==> src/rtl/sha256_msg_sched_if.sv <==
// SHA-256 message-schedule stream interface.
// Groups the message-word input stream and the schedule-word output stream.
// The slave modport is the schedule generator's view. The master modport is
// the view of the environment that feeds message words and consumes W words.
interface sha256_msg_sched_if;
  logic        in_valid;
  logic        in_ready;
  logic [31:0] in_word;
  logic        w_valid;
  logic        w_ready;
  logic [31:0] w_word;
  logic [5:0]  w_idx;
  logic        w_last;

  modport slave (
    input  in_valid, in_word, w_ready,
    output in_ready, w_valid, w_word, w_idx, w_last
  );

  modport master (
    output in_valid, in_word, w_ready,
    input  in_ready, w_valid, w_word, w_idx, w_last
  );
endinterface

==> src/rtl/sha256_msg_sched.sv <==
// SHA-256 message-schedule generator.
// The block loads 16 message words into a 16-word sliding window. It then
// streams W[0..NUM_WORDS-1], one word per accepted handshake. Each handshake
// shifts the window and appends W[t+16], which is computed from the window
// in a single combinational stage.
// Optional feature: define SHA256_SCHED_ABORT_EN to add the synchronous
// 'abort' flush input.
module sha256_msg_sched #(
  parameter int NUM_WORDS = 64
) (
  input  logic clk,
  input  logic rst_n,
`ifdef SHA256_SCHED_ABORT_EN
  input  logic abort,
`endif
  sha256_msg_sched_if.slave bus
);

  localparam logic [5:0] LAST_IDX = 6'(NUM_WORDS - 1);

  typedef enum logic {S_LOAD = 1'b0, S_EMIT = 1'b1} state_t;

  state_t      r_state;
  state_t      w_state_nxt;
  logic [5:0]  r_cnt;
  logic [5:0]  w_cnt_nxt;
  logic [31:0] r_win [16];
  logic        w_shift;
  logic [31:0] w_shift_in;
  logic [31:0] w_nxt;
  logic        w_abort;
  logic        w_last;

  function automatic logic [31:0] sigma0(input logic [31:0] x);
    return {x[6:0], x[31:7]} ^ {x[17:0], x[31:18]} ^ {3'b000, x[31:3]};
  endfunction

  function automatic logic [31:0] sigma1(input logic [31:0] x);
    return {x[16:0], x[31:17]} ^ {x[18:0], x[31:19]} ^ {10'b0, x[31:10]};
  endfunction

`ifdef SHA256_SCHED_ABORT_EN
  assign w_abort = abort;
`else
  assign w_abort = 1'b0;
`endif

  // W[t+16] from the current window. Carries past bit 31 are dropped.
  assign w_nxt = sigma1(r_win[14]) + r_win[9] + sigma0(r_win[1]) + r_win[0];

  assign w_last       = (r_state == S_EMIT) && (r_cnt == LAST_IDX);
  assign bus.in_ready = (r_state == S_LOAD);
  assign bus.w_valid  = (r_state == S_EMIT);
  assign bus.w_word   = r_win[0];
  assign bus.w_idx    = r_cnt;
  assign bus.w_last   = w_last;

  // Next state, next count, and window shift control. Abort overrides any handshake.
  always_comb begin
    w_state_nxt = r_state;
    w_cnt_nxt   = r_cnt;
    w_shift     = 1'b0;
    w_shift_in  = bus.in_word;
    if (w_abort) begin
      w_state_nxt = S_LOAD;
      w_cnt_nxt   = 6'd0;
    end else begin
      case (r_state)
        S_LOAD: begin
          if (bus.in_valid) begin
            w_shift = 1'b1;
            if (r_cnt == 6'd15) begin
              w_cnt_nxt   = 6'd0;
              w_state_nxt = S_EMIT;
            end else begin
              w_cnt_nxt = r_cnt + 6'd1;
            end
          end
        end
        S_EMIT: begin
          if (bus.w_ready) begin
            w_shift    = 1'b1;
            w_shift_in = w_nxt;
            if (w_last) begin
              w_cnt_nxt   = 6'd0;
              w_state_nxt = S_LOAD;
            end else begin
              w_cnt_nxt = r_cnt + 6'd1;
            end
          end
        end
      endcase
    end
  end

  // State and word-count registers.
  always_ff @(posedge clk or negedge rst_n) begin
    if (!rst_n) begin
      r_state <= S_LOAD;
      r_cnt   <= 6'd0;
    end else begin
      r_state <= w_state_nxt;
      r_cnt   <= w_cnt_nxt;
    end
  end

  // Sliding window. win[0] is the oldest word and is presented as w_word.
  always_ff @(posedge clk or negedge rst_n) begin
    if (!rst_n) begin
      for (int i = 0; i < 16; i++) r_win[i] <= 32'd0;
    end else if (w_shift) begin
      for (int i = 0; i < 15; i++) r_win[i] <= r_win[i+1];
      r_win[15] <= w_shift_in;
    end
  end

endmodule
==> src/flat_wrapper.sv <==
// flat-port wrapper written by rule: the top's interface ports become plain ports
module sha256_msg_sched_flat 
#(
  parameter int NUM_WORDS = 64
)
  (clk, rst_n, bus_in_valid, bus_in_word, bus_w_ready, bus_in_ready, bus_w_valid, bus_w_word, bus_w_idx, bus_w_last);
  sha256_msg_sched_if bus_i ();
  input  logic clk;
  input  logic rst_n;
  input wire logic [$bits(bus_i.in_valid)-1:0] bus_in_valid;
  input wire logic [$bits(bus_i.in_word)-1:0] bus_in_word;
  input wire logic [$bits(bus_i.w_ready)-1:0] bus_w_ready;
  output wire logic [$bits(bus_i.in_ready)-1:0] bus_in_ready;
  output wire logic [$bits(bus_i.w_valid)-1:0] bus_w_valid;
  output wire logic [$bits(bus_i.w_word)-1:0] bus_w_word;
  output wire logic [$bits(bus_i.w_idx)-1:0] bus_w_idx;
  output wire logic [$bits(bus_i.w_last)-1:0] bus_w_last;
  assign bus_i.in_valid = bus_in_valid;
  assign bus_i.in_word = bus_in_word;
  assign bus_i.w_ready = bus_w_ready;
  assign bus_in_ready = bus_i.in_ready;
  assign bus_w_valid = bus_i.w_valid;
  assign bus_w_word = bus_i.w_word;
  assign bus_w_idx = bus_i.w_idx;
  assign bus_w_last = bus_i.w_last;
  sha256_msg_sched #(.NUM_WORDS(NUM_WORDS)) u_core (.clk(clk), .rst_n(rst_n), .bus(bus_i));
endmodule
==> config.mk <==
export PLATFORM = sky130hd
export DESIGN_NAME = sha256_msg_sched_flat
export DESIGN_NICKNAME = d
export VERILOG_FILES = /design/src/rtl/sha256_msg_sched_if.sv /design/src/rtl/sha256_msg_sched.sv /design/src/flat_wrapper.sv
export SDC_FILE = /design/constraint.sdc
export NUM_CORES = 1
export LEC_CHECK = 0
export CAP_MARGIN = 40
export CORE_MARGIN = 2
export CORE_UTILIZATION = 30
export CTS_CLUSTER_SIZE = 25
export DETAILED_ROUTE_END_ITERATION = 6
export DONT_BUFFER_PORTS = 1
export MAX_ROUTING_LAYER = met4
export SLEW_MARGIN = 20
export SYNTH_ARGS = -nofsm -noshare
export SYNTH_HDL_FRONTEND = slang
export SYNTH_SLANG_ARGS = --single-unit
==> constraint.sdc <==
create_clock -name clk -period 7.77 [get_ports clk]
set_input_delay 1.554 -clock clk [delete_from_list [all_inputs] [get_ports clk]]
set_output_delay 1.554 -clock clk [all_outputs]
set_load 0.1 [all_outputs]
==> results of run 1 <==
-- sequential cells by signal, summed over array words and instances (netlist names) --
register and count:
u_core.bus.w_word 32, u_core.bus.w_idx 6, u_core.r_win 480, u_core.bus.w_valid 1
-- layer usage --
| layer | up-vias | part of all wire (%) |
|---|---|---|
| met4 | 0 | 2.7 |
| met1 | 8471 | 48 |
| met5 | - | 0 |
| met2 | 401 | 43 |
| met3 | 97 | 6.1 |
| li1 | 8448 | - |
-- worst max-delay path, cell delays in order, from the launching register on --
cell	delay, ns
dfrtp_1	0.62
xnor2_1	0.15
xnor2_1	0.45
fa_1	0.51
inv_1	0.08
fa_1	0.41
inv_1	0.11
ha_1	0.25
nand2_1	0.14
nor2_1	0.29
nand2_1	0.11
o31ai_2	0.45
o211ai_1	0.19
xor2_1	0.27
a21oi_1	0.11
-- stage by stage --
step / worst slack (ns) / hold slack (ns) / cell area [sq um] / cells
2_1_floorplan: 3.504 / 0.4386 / 24520 / 2848
3_3_place_gp: 3.403 / 0.4487 / 25040 / 3709
3_5_place_dp: 3.541 / 0.4545 / 26200 / 3760
4_1_cts: 3.570 / 0.4653 / 28040 / 3858
5_1_grt: 3.269 / 0.4784 / 28050 / 3865
6_report: 3.481 / 0.4635 / 28050 / 3865
-- final timing paths --
kind / startpoint / endpoint
setup / recovery: u_core.r_win[58] / u_core.r_win[22]
hold / removal: u_core.r_win[362] / u_core.r_win[394]
setup reg to reg: u_core.r_win[58] / u_core.r_win[22]
hold reg to reg: u_core.r_win[362] / u_core.r_win[394]
max in group asynchronous: rst_n / u_core.bus.w_word[23]
min in group asynchronous: rst_n / u_core.r_win[10]
-- placed cells by master, fill, tap and decap left out, drive strengths merged, types with 10 or more instances in the layout --
master / count
nand2: 1469
and3: 13
clkinv: 14
nor2: 31
xor2: 25
dfrtp: 519
a31oi: 13
nand3: 12
clkbuf: 74
a21oi: 44
inv: 151
buf: 62
a22oi: 10
xnor2: 119
o21ai: 66
fa: 62
ha: 32
-- cell type report --
cell class / count / area share (%)
antenna: 6 / 0.05352
clock buffer: 73 / 5.245
clock inverter: 25 / 1.293
inverter: 149 / 1.994
multi-input combinational: 1970 / 35.80
sequential: 519 / 46.29
tap: 1060 / 4.727
timing repair buffer: 63 / 4.594
-- cells by family (layout without fill, tap and decap cells) --
family | count (synthesis) | after routing | share of synthesized area (%)
xor gates and xnor gates | 144 | 144 | 5.144
other | 0 | 6 | 0
DFF | 519 | 519 | 52.97
muxes | 2 | 2 | 0.08165
adders and majority gates | 94 | 94 | 6.695
and+or+nand+nor | 1552 | 1552 | 24.22
AOI/OAI and AO/OA | 178 | 178 | 4.715
buffers and inverters | 359 | 310 | 6.174
==> flow_summary.toml, run 1 <==
[worst_setup_path]
worstSetupEndpointType = "flip-flop"
cp_data_arrival_time_ns = 4.76
worstSetupStartpointType = "flip-flop"
r2r.worst_path.cells = 14
required_ns = 8.24
path_max_fanout = 5
path_class = "flip-flop to flip-flop"
regToRegSetupSlack_ns = 3.48

[timing]
slew_headroom_pct = -127.3
rsz0062_at_grt = "no"
maxSlewViolCount = 435
min_period_ns = 4.289
finalCritPeriodShare_pct = 55.20
hold_viol_final = 0
setup_viol = 0
setup_tns_ns = 0
fmaxAchievable_mhz = 233.2
skew_ns = 0.03119
worst_pin_slew_ns = 3.409

[layout]
area_growth_syn_to_layout_pct = 14.42
fin_util_pct = 34.77
regArea_sq_mm = 0.01299
multi_input_area_sq_mm = 0.01004
num-nets-final = 2886
fill_cells = 8269
drive_gt1_share_pct = 5.645

[global_route]
grt_antenna_before_repair = 6
grt_start_max_net_pins = 520
grt_use_met1_pct = 21.42
use_met2_pct = 20.83
gr-usage-all-layers_pct = 14.83
grt_pass1_wl_um = 96250
met3_usage_pct = 2.995
grt_overflow = 0
grt_pass1_vias = 16797
top_usage_layer = "met1"

[synth]
synth_edf_count = 0
ys_seq_area_share_pct = 52.97
yosysTopAreaCellShare_pct = 52.97
syn_avg_cell_area_sq_um = 8.609
synth_area_leaders = "dfrtp_1 53%, nand2_1 22%, fa_1 5.1%"
async_reset_ff_share_pct = 100.0
synth_area_sq_mm = 0.02452
yosysMostFrequentCell = "nand2_1"
synth-seq-cells = 519
synth_warnings = 0
ys.flop_type = "dfrtp_1"
syn_nets = 2978
synth_cell_types = 56
synth_area_leader_cell = "dfrtp_1"
ys_top_cells_by_count = "1469 x nand2_1, 519 x dfrtp_1, 149 x inv_1"
syn_inst = 2848

[clocking]
clock_latency_ns = 0.63
cts_resized = 0
cts_hold_buffers = 0
cts_tree = "yes"
htreeDepth = 2
cts.clk_slew.worst_paths_ns = 0.06
cts_setup_buffers = 0
clockBufferDepth = 3
cts_inserted_buffers = 53
cts_sinks = 519
clockRootBuffer = "clkbuf_16"

[placed_design]
port_buffers = 0
gp_congestion = 0.9637
dp_hpwl_um = 40830

[status]
status = "complete, but fails checks"
violations = "max-slew violations"

[drt]
vias = 17417
drt_pass1_iterations = 5
wl_per_cell_um = 15.53
drt_iter0_markers = 1897
post-route-drc-count = 0
drtAntennaViolNets = 0
via_per_inst = 4.506
wirelength_um = 60030

[hold_path]
hold-path-cell-count = 2
hold_path.class = "flip-flop to flip-flop"

[floorplan]
die_w_um = 289.9
rows = 104
ioPinCount = 77
die_h_um = 289.9
initial_core_util_pct = 30.39
fp.coreArea_sq_mm = 0.08068
die_area_sq_mm = 0.08404

[run]
drv_cap = 0
Power of run 1 is left out: the tool's default activity adds up to more than one toggle a clock period on the data nets, which glitch-free logic cannot reach.
==> inputs of run 2 (changes only) <==
Clock period 7.77 ns to 4 ns, I/O delays scaled along.
==> flow_summary.toml, run 2 (same netlist as run 1, synthesis figures left out) <==
[status]
status = "complete, but fails checks"
violations = "negative hold slack, max-slew violations"

[clocking]
cts.clk_slew.worst_paths_ns = 0.06
clockBufferDepth = 3
cts_inserted_buffers = 53
cts_tree = "yes"
clockRootBuffer = "clkbuf_16"
htreeDepth = 2
cts_sinks = 519
clock_latency_ns = 0.61

[layout]
final_common_cell = "nand2_1"
multi_input_area_sq_mm = 0.01036
largest_reg_flops = 480
top_register = "u_core.r_win"
area_growth_syn_to_layout_pct = 15.41
final_cell_mix = "1467 x nand2_1, 511 x dfrtp_1, 147 x inv_1, 145 x buf_4, 104 x xnor2_1"
drive_gt1_share_pct = 11.15
regArea_sq_mm = 0.01300
num-nets-final = 2979
fin_util_pct = 35.07
fill_cells = 8324

[run]
drv_cap = 0

[timing]
rsz0062_at_grt = "yes"
setup_viol = 0
hold_slack_ns = -0.05743
slew_headroom_pct = -97.84
maxSlewViolCount = 394
fmaxAchievable_mhz = 256.5
worst_pin_slew_ns = 2.968
hold_viol_final = 16
skew_ns = 0.03689
finalCritPeriodShare_pct = 97.45
timing.final.ws_setup_ns = 0.1019
min_period_ns = 3.898

[drt]
drtAntennaViolNets = 0
wl_per_cell_um = 15.81
drt_pass1_iterations = 5
vias = 17653
wirelength_um = 62430
post-route-drc-count = 0
via_per_inst = 4.470
drt_iter0_markers = 1806

[placed_design]
place_ws_ns = -0.1594
gp_congestion = 0.9395
port_buffers = 0
dp_hpwl_um = 42800

[floorplan]
rows = 104
die_area_sq_mm = 0.08404
initial_core_util_pct = 30.39
ioPinCount = 77
die_w_um = 289.9
die_h_um = 289.9
fp.coreArea_sq_mm = 0.08068

[worst_setup_path]
critPathSlowestCell = "fa_1"
worst_path_largest_cell_delay_ns = 0.46
path_class = "flip-flop to flip-flop"
cp_data_arrival_time_ns = 4.36
path_max_fanout = 3
path_cells = "xnor2_2 > xnor2_2 > fa_1 > inv_1 > fa_1 > inv_1 > ha_2 > inv_2 > fa_2 > nand2b_4 > a21oi_4 > o211ai_1 > o31ai_4 > buf_4 > a31oi_1 > xor2_1 > a21oi_1"
worstSetupStartpointType = "flip-flop"
worstSetupEndpointType = "flip-flop"
required_ns = 4.46

[global_route]
grt_start_max_net_pins = 520
grt_overflow = 0
grt_pass1_wl_um = 98110
grt_antenna_before_repair = 0
grt_pass1_vias = 16734
gr-usage-all-layers_pct = 15.18

[hold_path]
hold_path.class = "input port to asynchronous set/reset pin"
==> run 2: cell types whose count changed in the layout (fill, tap and decap cells not counted), sizes merged <==
cell / before / now
inv: 151 / 150
bufinv: 7 / 6
clkinv: 14 / 13
diode: 6 / 1
buf: 62 / 156
clkbuf: 74 / 71
clkinvlp: 2 / 3
==> run 2: per-layer routing <==
layer / vias up / track usage [%] / share of wire [%]
met5: - / - / 0
met4: 0 / 3.913 / 2.1
met1: 8620 / 22.14 / 49
met2: 330 / 21.71 / 43
li1: 8629 / - / -
met3: 74 / 2.642 / 5.1
==> run 2: critical path, delay by kind of cell, from the launching register on <==
kind	cells	cell delay [ns]
adders and majority gates	4	1.43
AOI/OAI and AO/OA	5	0.80
xor gates and xnor gates	3	0.58
DFF	1	0.41
buffers and inverters	4	0.39
and+or+nand+nor	1	0.16
==> run 2: worst paths after layout <==
| check | startpoint | to | slack [ns] | cells after the start |
|---|---|---|---|---|
| min in group clk | bus_in_word[2] | u_core.r_win[2] | 0.33 | 2 |
| setup reg to reg | u_core.r_win[456] | u_core.r_win[19] | 0.10 | 17 |
| setup / recovery | u_core.r_win[456] | u_core.r_win[19] | 0.10 | 17 |
| hold reg to reg | u_core.r_win[107] | u_core.r_win[139] | 0.45 | 2 |
| hold / removal | rst_n | u_core.r_win[127] | -0.06 | 0 |
| max in group asynchronous | rst_n | u_core.r_win[474] | 1.64 | 0 |
==> run 2: what timing repair did <==
| item | CTS | global route |
|---|---|---|
| endpoints found under the setup margin | 6 | 19 |
| endpoints found under the hold margin | 519 | 210 |
| resized for setup | 5 | 65 |
| pin swaps | 6 | 27 |
| buffers inserted | 1 | 2 |
==> run 2: area by class of cell <==
cell class	instances	share of cell area, %
Sequential cell	519	45.93
Multi-Input combinational cell	1970	36.60
Clock buffer	71	5.173
Tap cell	1060	4.687
Timing Repair Buffer	156	4.568
Inverter	149	1.976
Clock inverter	23	1.057
Antenna cell	1	0.008843
==> run 2: stage by stage <==
stage / instances / setup TNS [ns] / cell area [sq um]
final: 3949 / 0 / 28300
after global routing: 3948 / -0.1743 / 28290
after CTS: 3947 / -0.004516 / 27990
after detailed placement: 3852 / -0.4412 / 26190
after global placement: 3848 / -0.3606 / 26130
after floorplan: 2848 / 0 / 24520
Power of run 2 is left out for the same reason.
